## src/rtl/iterative_shifter.sv

```systemverilog
// Multi-cycle SLL/SRL/SRA unit: shifts up to STEP bit positions per clock
// behind a start/done handshake, with a synchronous kill for pipeline flushes.
module iterative_shifter #(
  parameter  int XLEN = 32,
  parameter  int STEP = 1,
  localparam int SHW  = $clog2(XLEN)
) (
  input  logic            clk,
  input  logic            rst_n,
  input  logic            start,
  input  logic [1:0]      op,
  input  logic [XLEN-1:0] operand,
  input  logic [SHW-1:0]  shamt,
  input  logic            kill,
  output logic            busy,
  output logic            done,
  output logic [XLEN-1:0] result
);

  typedef enum logic [1:0] {IDLE, SHIFT, DONE} state_t;

  localparam logic [SHW:0]    STEP_W = (SHW+1)'(STEP);
  localparam logic [XLEN-1:0] ONES   = '1;

  state_t          state;
  logic [XLEN-1:0] acc;
  logic [SHW:0]    rem;
  logic [1:0]      mode;
  logic            sign;

  logic [SHW:0]    k;
  logic [SHW:0]    rem_nxt;
  logic [XLEN-1:0] fill;
  logic [XLEN-1:0] acc_nxt;

  // One partial shift of at most STEP positions; only SRA fills from the captured sign.
  always_comb begin
    k       = (rem > STEP_W) ? STEP_W : rem;
    rem_nxt = rem - k;
    fill    = (mode == 2'b11 && sign) ? ~(ONES >> k) : '0;
    if (mode[0]) acc_nxt = (acc >> k) | fill;
    else         acc_nxt = acc << k;
  end

  always_ff @(posedge clk or negedge rst_n) begin
    if (!rst_n) begin
      state  <= IDLE;
      acc    <= '0;
      rem    <= '0;
      mode   <= '0;
      sign   <= 1'b0;
      busy   <= 1'b0;
      done   <= 1'b0;
      result <= '0;
    end else if (kill) begin
      state <= IDLE;
      busy  <= 1'b0;
      done  <= 1'b0;
    end else begin
      case (state)
        SHIFT: begin
          acc <= acc_nxt;
          rem <= rem_nxt;
          if (rem_nxt == '0) begin
            state  <= DONE;
            busy   <= 1'b0;
            done   <= 1'b1;
            result <= acc_nxt;
          end
        end
        default: begin
          // IDLE and DONE both accept a new request, giving back-to-back issue.
          state <= IDLE;
          busy  <= 1'b0;
          done  <= 1'b0;
          if (start) begin
            acc  <= operand;
            rem  <= {1'b0, shamt};
            mode <= op;
            sign <= operand[XLEN-1];
            if (shamt == '0) begin
              state  <= DONE;
              done   <= 1'b1;
              result <= operand;
            end else begin
              state <= SHIFT;
              busy  <= 1'b1;
            end
          end
        end
      endcase
    end
  end

endmodule

```

## config.mk

```make
export PLATFORM = sky130hd
export DESIGN_NAME = iterative_shifter
export DESIGN_NICKNAME = d
export VERILOG_FILES = /design/src/rtl/iterative_shifter.sv
export SDC_FILE = /design/constraint.sdc
export NUM_CORES = 1
export LEC_CHECK = 0
export CAP_MARGIN = 20
export CORE_ASPECT_RATIO = 1.5
export CORE_MARGIN = 4
export CORE_UTILIZATION = 35
export DETAILED_ROUTE_END_ITERATION = 8
export GPL_TIMING_DRIVEN = 0
export PLACE_DENSITY = 0.67
export SLEW_MARGIN = 20
export SYNTH_ARGS = -nofsm -noshare
export SYNTH_HDL_FRONTEND = slang
export SYNTH_SLANG_ARGS = --single-unit
```

## constraint.sdc

```tcl
create_clock -name clk -period 2.3 [get_ports clk]
set_input_delay 0.46 -clock clk [delete_from_list [all_inputs] [get_ports clk]]
set_output_delay 0.46 -clock clk [all_outputs]
set_load 0.01 [all_outputs]
```

==> results of run 1 <==
[where the power goes]
part	total, mW	leakage (nW)	switching, mW	internal [mW]
logic	2.50	1.29	1.17	1.32
clock network	1.56	0.155	0.577	0.979
registers	2.10	0.891	0.355	1.75
total	6.16	2.33	2.11	4.05
[layer usage]
layer  global-route usage [%]  up-vias  wire (um)
met5                        0        -          0
met4                     12.5        0        621
met3                     3.93       42        900
met2                     34.7      186       7310
met1                     23.2     1997       5580
li1                         -     1865          -
[critical path, cell delays in order (launching register included)]
cell and delay [ns]:
dfrtp_1 0.38, buf_6 0.13, nor3_4 0.14, a21oi_2 0.10, inv_2 0.08, ha_4 0.22, nor4b_4 0.38, o311ai_4 0.21
o21ai_4 0.16, buf_12 0.18, mux2_4 0.30
[timing repair]
action | CTS | global route
resized for setup | 22 | 9
setup endpoints to repair | 34 | 41
pin swaps | 6 | 1
buffers inserted | 8 | 4
[metrics by stage]
stage	util, %	hold WS, ns	power [mW]	TNS, ns	area (um2)
5_1_grt	48.9	0.0321	6.48	-2.40	5900
2_1_floorplan	-	0.164	3.42	-0.0396	4430
4_1_cts	48.6	0.0175	6.17	-1.26	5860
3_5_place_dp	44.8	0.382	4.49	-15.82	5410
6_report	48.9	0.0169	6.16	-0.841	5900
3_3_place_gp	44.6	0.490	4.44	-163.42	5380
[placed cells by master, fill, tap and decap left out, types with 3 or more instances in the layout]
cell             netlist  routed
clkdlybuf4s50_1        0      75
dfrtp_1               75      74
mux2i_1               33      33
nor2_1                32      32
clkbuf_1              33      26
a31oi_1               24      24
o22a_1                21      21
nor3_1                21      20
o32a_1                20      20
nand2_1               18      18
a211oi_1              18      18
a2bb2oi_1             20      17
buf_4                  2      15
mux2_2                15      12
nand4_1               11      11
mux2_4                 6       9
clkbuf_16              0       9
a21oi_1                9       8
o311ai_1               8       8
o21ai_0                7       7
buf_2                  8       6
buf_6                  4       5
inv_1                  6       5
clkbuf_4               0       4
o311a_1                3       3
nor4_1                 3       3
a2bb2oi_2              0       3
o31ai_2                3       3
[final cells by class]
type / instances / area share, %
flip-flops and latches: 75 / 31.8
repair buffers: 89 / 14.9
well taps: 153 / 3.24
plain buffers: 48 / 4.45
inverters: 6 / 0.381
clock inverters: 6 / 1.50
multi-input cells: 297 / 39.7
clock buffers: 10 / 4.05
[worst max-delay path by stage]
| stage | to | slack, ns | cells past startpoint |
|---|---|---|---|
| 6_report | result[28]$_DFFE_PN0P_ | -0.09 | 10 |
| 5_1_grt | result[1]$_DFFE_PN0P_ | -0.15 | 11 |
| 4_1_cts | result[28]$_DFFE_PN0P_ | -0.12 | 10 |
| 3_5_place_dp | result[8]$_DFFE_PN0P_ | -0.53 | 10 |
| 3_3_place_gp | result[15]$_DFFE_PN0P_ | -1.99 | 1 |
| 2_1_floorplan | result[0]$_DFFE_PN0P_ | -0.007 | 10 |
[cells by family after synthesis]
| group | count (synthesis) | share of synthesized area [%] |
|---|---|---|
| DFF | 75 | 43.0 |
| and+or+nand+nor | 99 | 11.1 |
| adders and majority gates | 1 | 0.286 |
| buffers and inverters | 55 | 5.81 |
| AOI/OAI and AO/OA | 143 | 26.4 |
| muxes | 54 | 13.5 |
[registers in the layout (all words and copies together), names as in the netlist]
| signal | cells |
|---|---|
| done | 1 |
| result | 32 |
| busy | 1 |
| acc | 32 |
| rem | 6 |
| sign | 1 |
| mode | 2 |
==> flow_summary.yaml, run 1 <==
status:
  status: "finished, violations left"
  failed_checks: "negative setup slack"
routing:
  drt-wirelength-per-cell_um: 21.1
  drtIter0Drc: 261
  dr.pass1.iters: 5
  drtAntennaViolNets: 0
  wl_um: 14400
  vias: 4090
  drcViolationCount: 0
  via_per_inst: 5.98
cts:
  cts-root-buf: "clkbuf_16"
  cts_buffers: 9
  clk_pin_slew_ns: 0.06
  insertion_delay_ns: 0.34
  postCtsHoldBufs: 0
  cts_tree: "built"
  htree_levels: 3
  clkSinkCount: 75
  cts_buffer_depth: 2
critical_path:
  arrival_ns: 2.62
  reg2regPathDepth: 10
  r2r_slack_ns: -0.09
  critPathLaunch: "rem[1]$_DFFE_PN0P_"
  end_kind: "flip-flop"
  worstPathRequired_ns: 2.52
  worstSetupPathType: "reg -> reg"
  r2r_end: "result[28]$_DFFE_PN0P_"
  timing.rr.start: "rem[1]$_DFFE_PN0P_"
  crit_fanout: 8
  crit_path_start_kind: "flip-flop"
grt:
  grt_antenna_before_repair: 0
  grt_pass1_wl_um: 22900
  grt_overflow: 0
  grt_pass1_vias: 4342
  grt_max_degree: 56
  track_usage_pct: 20.3
layout:
  syn2layout_area_growth_pct: 35.2
  layout-drive-gt1-share_pct: 16.9
  nNetsFinal: 570
  seq_area_um2: 1880
  multi_input_area_um2: 2340
  stdcell_count: 684
  num_antenna_cells: 0
  fillers: 1111
timing:
  setup_viol: 12
  fin_skew_ns: 0.00653
  finalCritPeriodShare_pct: 104
  worst_slack_ns: -0.0926
  rsz0062_at_grt: "yes"
  tightest_slew_ns: 0.696
  relSlewSlack_pct: 53.6
  min_period_ns: 2.39
  finalHoldViolations: 0
  max_freq_mhz: 418
  maxSlewViolCount: 0
synth:
  yosysWarnings: 0
  yosysMostFrequentCell: "dfrtp_1"
  yosysTopAreaCell: "dfrtp_1"
  synthDistinctLibCells: 44
  synth.area.top_cells: "dfrtp_1, mux2i_1, o32a_1"
  synthArstFlopShare_pct: 100
  synth_seq_area_share_pct: 43.0
  synth_commonest_cells: "dfrtp_1, clkbuf_1, mux2i_1"
  syn_avg_cell_area_um2: 10.2
  syn-num-nets: 471
  syn_area_um2: 4370
  synth_edf_count: 0
  synth_seq_cells: 75
  synth_ff_type: "dfrtp_1"
  synthesis.instances: 427
  synth_top_area_share_pct: 43.0
place:
  dp.cells: 657
  hpwl_um: 10300
  dpl_worst_slack_ns: -0.528
  gp_congestion: 0.920
  numPortBuffers: 76
floorplanning:
  io-pin-count: 77
  die_w_um: 99.2
  initial_core_util_pct: 36.2
  core_area_um2: 12100
  dieArea_um2: 14400
  num_rows: 49
  die_h_um: 145
power_and_ir_drop:
  p_leak_nw: 2.33
  peakVddDrop_mv: 0.445
  p_per_area_nw_per_um2: 1040
flow_run:
  cap_violations: 0
hold_path:
  min_path_type: "in -> async"
No activity file was read; power rests on OpenSTA's default activity.
==> run 2: changes to the inputs <==
SLEW_MARGIN = 10   (was 20)
==> results of run 2 <==
Same layout as run 1: the final DEF is identical, and so are final timing and power.
==> run 3: changes to the inputs <==
ABC_AREA = 0   (was unset)
==> results of run 3 <==
Same layout as run 1: the final DEF is identical, and so are final timing and power.
